`config.mk`:
```
export PLATFORM = sky130hd
export DESIGN_NAME = mem_arbiter_flat
export DESIGN_NICKNAME = d
export VERILOG_FILES = /design/src/rtl/mem_arbiter_pkg.sv /design/src/rtl/mem_arbiter_if.sv /design/src/rtl/mem_arbiter.sv /design/src/flat_wrapper.sv
export SDC_FILE = /design/constraint.sdc
export NUM_CORES = 1
export LEC_CHECK = 0
export ABC_AREA = 1
export CORE_AREA = 4 4 537 539
export DETAILED_ROUTE_END_ITERATION = 10
export DIE_AREA = 0 0 541 543
export DONT_BUFFER_PORTS = 1
export SYNTH_ARGS = -nofsm -noshare
export SYNTH_HDL_FRONTEND = slang
export SYNTH_SLANG_ARGS = --single-unit
```
`constraint.sdc`:
```
create_clock -name clk -period 1.9 [get_ports clk]
set_input_delay 0.38 -clock clk [delete_from_list [all_inputs] [get_ports clk]]
set_output_delay 0.38 -clock clk [all_outputs]
set_load 0.01 [all_outputs]
```
`src/rtl/mem_arbiter_pkg.sv`:
```
// Shared types for the I/D cacheline arbiter: FSM state encoding, grant side and bus width defaults.
package arb_types;

  localparam int DEF_LINE_W = 256;
  localparam int DEF_ADDR_W = 32;

  typedef enum logic [2:0] {
    S_IDLE   = 3'd0,
    S_BUSY_I = 3'd1,
    S_BUSY_D = 3'd2,
    S_RESP_I = 3'd3,
    S_RESP_D = 3'd4
  } arb_state_e;

  typedef enum logic {
    GRANT_I = 1'b0,
    GRANT_D = 1'b1
  } grant_e;

endpackage

```
`src/rtl/mem_arbiter_if.sv`:
```
// Bus bundle between the I-cache, D-cache, arbiter and physical memory.
interface mem_arbiter_if #(
  parameter int LINE_W = arb_types::DEF_LINE_W,
  parameter int ADDR_W = arb_types::DEF_ADDR_W
) ();

  logic              i_read_i;
  logic [ADDR_W-1:0] i_addr_i;
  logic [LINE_W-1:0] i_rdata_o;
  logic              i_resp_o;

  logic              d_read_i;
  logic              d_write_i;
  logic [ADDR_W-1:0] d_addr_i;
  logic [LINE_W-1:0] d_wdata_i;
  logic [LINE_W-1:0] d_rdata_o;
  logic              d_resp_o;

  logic              pmem_read_o;
  logic              pmem_write_o;
  logic [ADDR_W-1:0] pmem_addr_o;
  logic [LINE_W-1:0] pmem_wdata_o;
  logic [LINE_W-1:0] pmem_rdata_i;
  logic              pmem_resp_i;

  // slave: the arbiter itself; master: caches plus physical memory around it
  modport slave (
    input  i_read_i, i_addr_i, d_read_i, d_write_i, d_addr_i, d_wdata_i,
           pmem_rdata_i, pmem_resp_i,
    output i_rdata_o, i_resp_o, d_rdata_o, d_resp_o,
           pmem_read_o, pmem_write_o, pmem_addr_o, pmem_wdata_o
  );

  modport master (
    output i_read_i, i_addr_i, d_read_i, d_write_i, d_addr_i, d_wdata_i,
           pmem_rdata_i, pmem_resp_i,
    input  i_rdata_o, i_resp_o, d_rdata_o, d_resp_o,
           pmem_read_o, pmem_write_o, pmem_addr_o, pmem_wdata_o
  );

endinterface

```
`src/rtl/mem_arbiter.sv`:
```
// Two-client cacheline arbiter in front of a single-outstanding physical memory port.
// state  | meaning
// IDLE   | no transaction; pick a side, latch its address/data/op
// BUSY_I | I-side line read in flight on pmem
// BUSY_D | D-side read or write-back in flight on pmem
// RESP_I | one-cycle i_resp_o pulse
// RESP_D | one-cycle d_resp_o pulse
module mem_arbiter #(
  parameter int LINE_W = arb_types::DEF_LINE_W,
  parameter int ADDR_W = arb_types::DEF_ADDR_W
) (
  input logic          clk,
  input logic          rst_n,
  mem_arbiter_if.slave bus
);
  import arb_types::*;

  localparam logic [2:0] IDLE   = S_IDLE;
  localparam logic [2:0] BUSY_I = S_BUSY_I;
  localparam logic [2:0] BUSY_D = S_BUSY_D;
  localparam logic [2:0] RESP_I = S_RESP_I;
  localparam logic [2:0] RESP_D = S_RESP_D;

  logic [2:0]        state;
  grant_e            last_grant;
  logic              op_write;
  logic [ADDR_W-1:0] addr_q;
  logic [LINE_W-1:0] wdata_q;
  logic [LINE_W-1:0] i_rdata_q;
  logic [LINE_W-1:0] d_rdata_q;

  logic i_req;
  logic d_req;
  logic pick_d;
  logic busy;

  // D wins a tie unless it also won the previous grant
  always_comb begin
    i_req  = bus.i_read_i;
    d_req  = bus.d_read_i | bus.d_write_i;
    pick_d = d_req & (~i_req | (last_grant == GRANT_I));
  end

  always_ff @(posedge clk or negedge rst_n) begin
    if (!rst_n) begin
      state      <= IDLE;
      last_grant <= GRANT_I;
      op_write   <= 1'b0;
      addr_q     <= '0;
      wdata_q    <= '0;
      i_rdata_q  <= '0;
      d_rdata_q  <= '0;
    end else begin
      case (state)
        IDLE: begin
          if (i_req | d_req) begin
            state      <= pick_d ? BUSY_D : BUSY_I;
            last_grant <= pick_d ? GRANT_D : GRANT_I;
            addr_q     <= pick_d ? bus.d_addr_i : bus.i_addr_i;
            wdata_q    <= bus.d_wdata_i;
            // a simultaneous read+write from D is treated as the write-back
            op_write   <= pick_d & bus.d_write_i;
          end
        end
        BUSY_I: begin
          if (bus.pmem_resp_i) begin
            state     <= RESP_I;
            i_rdata_q <= bus.pmem_rdata_i;
          end
        end
        BUSY_D: begin
          if (bus.pmem_resp_i) begin
            state <= RESP_D;
            if (!op_write) d_rdata_q <= bus.pmem_rdata_i;
          end
        end
        RESP_I:  state <= IDLE;
        RESP_D:  state <= IDLE;
        default: state <= IDLE;
      endcase
    end
  end

  assign busy             = (state == BUSY_I) | (state == BUSY_D);
  assign bus.pmem_read_o  = busy & ~op_write;
  assign bus.pmem_write_o = busy & op_write;
  assign bus.pmem_addr_o  = addr_q;
  assign bus.pmem_wdata_o = wdata_q;
  assign bus.i_resp_o     = (state == RESP_I);
  assign bus.d_resp_o     = (state == RESP_D);
  assign bus.i_rdata_o    = i_rdata_q;
  assign bus.d_rdata_o    = d_rdata_q;

endmodule

```
`src/flat_wrapper.sv`:
```
// flat-port wrapper written by rule: the top's interface ports become plain ports
module mem_arbiter_flat import arb_types::*;
#(
  parameter int LINE_W = arb_types::DEF_LINE_W,
  parameter int ADDR_W = arb_types::DEF_ADDR_W
)
  (clk, rst_n, bus_i_read_i, bus_i_addr_i, bus_d_read_i, bus_d_write_i, bus_d_addr_i, bus_d_wdata_i, bus_pmem_rdata_i, bus_pmem_resp_i, bus_i_rdata_o, bus_i_resp_o, bus_d_rdata_o, bus_d_resp_o, bus_pmem_read_o, bus_pmem_write_o, bus_pmem_addr_o, bus_pmem_wdata_o);
  mem_arbiter_if #(.LINE_W(LINE_W), .ADDR_W(ADDR_W)) bus_i ();
  input logic clk;
  input logic rst_n;
  input wire logic [$bits(bus_i.i_read_i)-1:0] bus_i_read_i;
  input wire logic [$bits(bus_i.i_addr_i)-1:0] bus_i_addr_i;
  input wire logic [$bits(bus_i.d_read_i)-1:0] bus_d_read_i;
  input wire logic [$bits(bus_i.d_write_i)-1:0] bus_d_write_i;
  input wire logic [$bits(bus_i.d_addr_i)-1:0] bus_d_addr_i;
  input wire logic [$bits(bus_i.d_wdata_i)-1:0] bus_d_wdata_i;
  input wire logic [$bits(bus_i.pmem_rdata_i)-1:0] bus_pmem_rdata_i;
  input wire logic [$bits(bus_i.pmem_resp_i)-1:0] bus_pmem_resp_i;
  output wire logic [$bits(bus_i.i_rdata_o)-1:0] bus_i_rdata_o;
  output wire logic [$bits(bus_i.i_resp_o)-1:0] bus_i_resp_o;
  output wire logic [$bits(bus_i.d_rdata_o)-1:0] bus_d_rdata_o;
  output wire logic [$bits(bus_i.d_resp_o)-1:0] bus_d_resp_o;
  output wire logic [$bits(bus_i.pmem_read_o)-1:0] bus_pmem_read_o;
  output wire logic [$bits(bus_i.pmem_write_o)-1:0] bus_pmem_write_o;
  output wire logic [$bits(bus_i.pmem_addr_o)-1:0] bus_pmem_addr_o;
  output wire logic [$bits(bus_i.pmem_wdata_o)-1:0] bus_pmem_wdata_o;
  assign bus_i.i_read_i = bus_i_read_i;
  assign bus_i.i_addr_i = bus_i_addr_i;
  assign bus_i.d_read_i = bus_d_read_i;
  assign bus_i.d_write_i = bus_d_write_i;
  assign bus_i.d_addr_i = bus_d_addr_i;
  assign bus_i.d_wdata_i = bus_d_wdata_i;
  assign bus_i.pmem_rdata_i = bus_pmem_rdata_i;
  assign bus_i.pmem_resp_i = bus_pmem_resp_i;
  assign bus_i_rdata_o = bus_i.i_rdata_o;
  assign bus_i_resp_o = bus_i.i_resp_o;
  assign bus_d_rdata_o = bus_i.d_rdata_o;
  assign bus_d_resp_o = bus_i.d_resp_o;
  assign bus_pmem_read_o = bus_i.pmem_read_o;
  assign bus_pmem_write_o = bus_i.pmem_write_o;
  assign bus_pmem_addr_o = bus_i.pmem_addr_o;
  assign bus_pmem_wdata_o = bus_i.pmem_wdata_o;
  mem_arbiter #(.LINE_W(LINE_W), .ADDR_W(ADDR_W)) u_core (.clk(clk), .rst_n(rst_n), .bus(bus_i));
endmodule
```
Yosys cells after proc, flatten, opt, wreduce, memory -nomap -nowiden
Index checks and enable logic that the tools add are counted.
Word-level totals
  register bits after elaboration: 805
  input port bits: 582
  output and inout bits: 804
  logic and storage cells: 37
Operators by class
  eq/ne operators: 7
  muxes and demuxes: 7
  bitwise logic cells: 11
  reductions and logical operators: 5
Operators by type and width (count)
  $mux W32: 1
  $mux W3: 3
  $pmux W3 S3: 1
  $eq A3 B2 Y1 const B: 2
  $reduce_and A3 Y1: 2
  $and A1 B1 Y1: 4
  $ne A2 B2 Y1 const B: 2
  $or A1 B1 Y1: 4
  $reduce_and A2 Y1: 2
  $eq A3 B1 Y1 const B: 1
  $eq A3 B3 Y1 const B: 1
  $logic_not A3 Y1: 1
  $not A1 Y1: 3
  $mux W2: 1
  $ne A2 B1 Y1 const B: 1
  $mux W1: 1

Logic depth before layout (Yosys ltp)
  depth in word-level cells: 6
  depth in mapped cells: 9
  depth with buffers taken out: 7

Least setup slack after synthesis
Ideal clock, no wire load.
  kind: register to register
  start point: reg u_core.state[2]
  end point: reg u_core.wdata_q[226] (netlist: u_core.bus.pmem_wdata_o[226])
  library setup time: 0.065 ns
  arrival: 1.302 ns
  required time: 1.835 ns
  setup slack: 0.533 ns
  stages on the path, launching flop included: 9
  path buffers: 3
  period minus slack after synthesis: 1.367 ns
  cells stage by stage: dfrtp_1 > inv_2 > nand3_1 > nor2_1 > buf_4 > buf_4 > buf_2 > nand2_1 > nand2_1
Between the ends
  cells in the longest elaborated chain, start to end: 2
RTL lines
  start, declared: RTL line mem_arbiter.sv:24  | logic [2:0] state;
  start signal, assigned: RTL line mem_arbiter.sv:57  | state <= pick_d ? BUSY_D : BUSY_I;
  $logic_not A3 Y1: RTL line mem_arbiter.sv:54  | case (state)
  $reduce_and A2 Y1 (no line)
  end signal, assigned: RTL line mem_arbiter.sv:60  | wdata_q <= bus.d_wdata_i;
  end, declared: RTL line mem_arbiter.sv:28  | logic [LINE_W-1:0] wdata_q;
Every way passes these cells.
A chain may end at the register's enable or synchronous reset.

Worst setup path in the final report
  start point: reg u_core.state[2]
  end point: out bus_pmem_write_o
Between the ends
  cells in the longest elaborated chain, start to end: 3
  elaborated cells between the ends (all ways): 4
  classes of those cells: eq/ne: 2; bitwise: 2
RTL lines
  $eq A3 B1 Y1 or $eq A3 B2 Y1 (tied branches): RTL line mem_arbiter.sv:84  | assign busy = (state == BUSY_I) | (state == BUSY_D);
  $or A1 B1 Y1 (*): RTL line mem_arbiter.sv:84
  $and A1 B1 Y1 (*): RTL line mem_arbiter.sv:86  | assign bus.pmem_write_o = busy & op_write;
  end, declared: RTL line flat_wrapper.sv:24  | output wire logic [$bits(bus_i.pmem_write_o)-1:0] bus_pmem_write_o;
Mark *: on every way between the ends. The rest lies on a longest branch, timed or not.

==> results.sh <==
export IMPL_outcome="finished with violations"
export IMPL_failed_checks="negative hold slack, negative setup slack"
export IMPL_post_route_util_pct=15.9
export IMPL_hold_path_class="input pin to async pin"
export IMPL_cp_end_kind="primary output"
export IMPL_syn_nets=3823
export IMPL_drtAntennaViolNets=0
export IMPL_p_leak_uw=0.0210
export IMPL_htreeDepth=3
export IMPL_cp_max_fo=4
export IMPL_die_y_um=543
export IMPL_drive_gt1_share_pct=9.72
export IMPL_grt_pass1_vias=26083
export IMPL_drc=0
export IMPL_setup_violations=4
export IMPL_routed_wl_um=216000
export IMPL_p_switching_uw=36600
export IMPL_routed_via_density=3.40
export IMPL_crit_arrival_ns=1.74
export IMPL_rsz0062_at_grt="true"
export IMPL_min_period_ns=2.12
export IMPL_seqCellArea_sq_um=20300
export IMPL_synth_common_cells="1391 x nand2_1, 805 x dfrtp_1, 337 x o21ai_0"
export IMPL_yosys_register_bits=805
export IMPL_cts_root_buf="clkbuf_16"
export IMPL_area_growth_pct=49.1
export IMPL_boundaryPins=1386
export IMPL_numPortBuffers=0
export IMPL_grt_max_degree=806
export IMPL_core_sq_um=284000
export IMPL_multiInputGateArea_sq_um=8220
export IMPL_yosysMostFrequentCell="nand2_1"
export IMPL_overflow=0
export IMPL_cts_hold_buf=581
export IMPL_ys_warn_count=0
export IMPL_fmax_mhz=472
export IMPL_vias=26356
export IMPL_power_density_nw_per_um2=1790
export IMPL_insertion_delay_ns=0.82
export IMPL_startpoint_type="flop"
export IMPL_path_cells="inv_2, nand3_4, nand2_2, inv_2, nor2_2, buf_6"
export IMPL_fin_nets=4436
export IMPL_synthFlopType="dfrtp_1"
export IMPL_initial_utilization_pct=10.7
export IMPL_fillers=31673
export IMPL_syn_avg_cell_area_sq_um=9.34
export IMPL_critPathTopFamily="flip-flops"
export IMPL_netlist_cell_type_count=20
export IMPL_clockPowerShare_pct=25.3
export IMPL_worst_pin_slew_ns=1.03
export IMPL_std_cell_rows=196
export IMPL_synth_largest_area_cell="dfrtp_1"
export IMPL_slew_headroom_pct=31.2
export IMPL_cts_tree="built"
export IMPL_die_w_um=541
export IMPL_fin_crit_sh_pct=111
export IMPL_layout_setup_ws_ns=-0.218
export IMPL_synthArstFlopShare_pct=100
export IMPL_clkSlewWorstSetupHoldPaths_ns=0.06
export IMPL_slowest_stage="dfrtp_1"
export IMPL_synth_area_top_cells="dfrtp_1 67%, nand2_1 17%, o21ai_0 5.6%"
export IMPL_p_comb_share_pct=23.5
export IMPL_synth_area_sq_um=30300
export IMPL_critPathRequiredTime_ns=1.52
export IMPL_dieArea_sq_um=294000
export IMPL_p_sw_share_pct=45.2
export IMPL_synthCells=3241
export IMPL_synthDominantCellAreaShare_pct=66.6
export IMPL_critPathMostFrequentCell="inv_2"
export IMPL_seq_power_share_pct=51.1
export IMPL_wire_per_inst_um=27.9
export IMPL_r2r_slack_ns=0.07
export IMPL_drv_cap=0
export IMPL_intPower_uw=44400
export IMPL_slew_violations=0
export IMPL_drt_iter0_markers=2369
export IMPL_cp_num_buf_inv=3
export IMPL_grt_antenna_before_repair=175
export IMPL_whs_ns=-0.725
export IMPL_cts_sinks=805
export IMPL_vdd_drop_max_v=0.000976
export IMPL_cts_buffers=100
export IMPL_hpwl_um=179000
export IMPL_finClkSkew_ns=0.0644
export IMPL_gp_congestion=0.997
export IMPL_synth_edf_count=0
export IMPL_seq_area_frac_synth_pct=66.6
export IMPL_cpPeakStageDelay_ns=0.39
export IMPL_setup_worst_path_class="flop to primary output"
export IMPL_grtUsageTotal_pct=14.0
export IMPL_firstDrtPassIters=6
export IMPL_grt_pass1_wl_um=272000
export IMPL_finalHoldViolCount=154
export IMPL_clk_path_buf_depth=4
power by group through the flow:
stage	clock network, uW	logic [uW]	registers [uW]
2_1_floorplan	0	11200	33200
3_3_place_gp	0	16600	41900
3_5_place_dp	0	17200	41700
4_1_cts	21200	18700	41800
5_1_grt	21700	22000	42500
6_report	20500	19000	41400
layer usage:
metal | wire length, um | GRT usage, % | vias up
li1 | - | - | 11324
met1 | 88300 | 17.5 | 12692
met2 | 86100 | 19.5 | 1759
met3 | 30400 | 7.65 | 471
met4 | 10900 | 6.13 | 110
met5 | 696 | 0 | -
path summary, 6_finish.rpt:
check | cells after the start | start | end
max | 6 | u_core.state[2] | bus_pmem_write_o
min | 0 | rst_n | u_core.bus.pmem_wdata_o[23]
max reg2reg | 8 | u_core.state[2] | u_core.bus.d_rdata_o[107]
min reg2reg | 2 | u_core.last_grant | u_core.last_grant
max in group asynchronous | 3 | rst_n | u_core.bus.d_rdata_o[191]
min in group clk | 3 | bus_pmem_resp_i | u_core.bus.i_rdata_o[230]
cells by family (layout without fill, tap and decap cells):
logic type	count (synthesis)	in the layout	synth area share [%]
simple gates	1411	1411	17.6
flops	805	805	66.6
compound gates	545	545	9.28
buf+inv	480	1169	6.55
other cells	0	59	0
worst register-to-register path, delay by kind of cell (launching register included):
family          cells  cell delay [ns]
buf+inv             4             0.72
flops               1             0.39
compound gates      1             0.30
simple gates        3             0.33
cell type report:
| type | count | area share [%] |
|---|---|---|
| Tap cell | 3762 | 10.4 |
| Antenna cell | 59 | 0.327 |
| Timing Repair Buffer | 693 | 16.0 |
| Sequential cell | 805 | 44.9 |
| Clock inverter | 47 | 1.51 |
| Clock buffer | 131 | 6.11 |
| Inverter | 298 | 2.50 |
| Multi-Input combinational cell | 1956 | 18.2 |
layout by cell type (no fill, tap or decap), drive strengths merged:
cell type    count
buf            109
bufinv          12
clkbuf         134
clkinv          19
clkinvlp         7
dfrtp          805
diode           59
dlygate4sd3    581
inv            307
nand2         1392
nand3            7
nand4            1
nor2            10
nor3             1
o211ai          32
o21ai          512
o22ai            1
metrics by stage:
stage               instances  setup TNS (ns)  setup WS [ns]  instance area [sq um]  power [uW]
floorplan                3241               0          0.533                  30300       44400
global placement         6917               0          0.178                  35200       58500
detailed placement       6917               0          0.157                  35200       58900
CTS                      7684           -1.18         -0.336                  44700       81700
global route             7723           -1.34         -0.350                  45100       86100
finish                   7751          -0.727         -0.218                  45100       80900
repair_timing:
item,CTS,global route
setup buffers,9,0
setup endpoints to repair,93,247
endpoints found under the hold margin,1610,147
gates resized for setup,105,20
cloned,0,3
pin swaps,5,2
state kept, by name, indices dropped and copies added, names as in the netlist:
signal	count
u_core.bus.i_rdata_o	256
u_core.last_grant	1
u_core.bus.pmem_wdata_o	256
u_core.bus.d_rdata_o	256
u_core.state	3
u_core.bus.pmem_addr_o	32
u_core.op_write	1
Power figures use the tool's default switching activity.
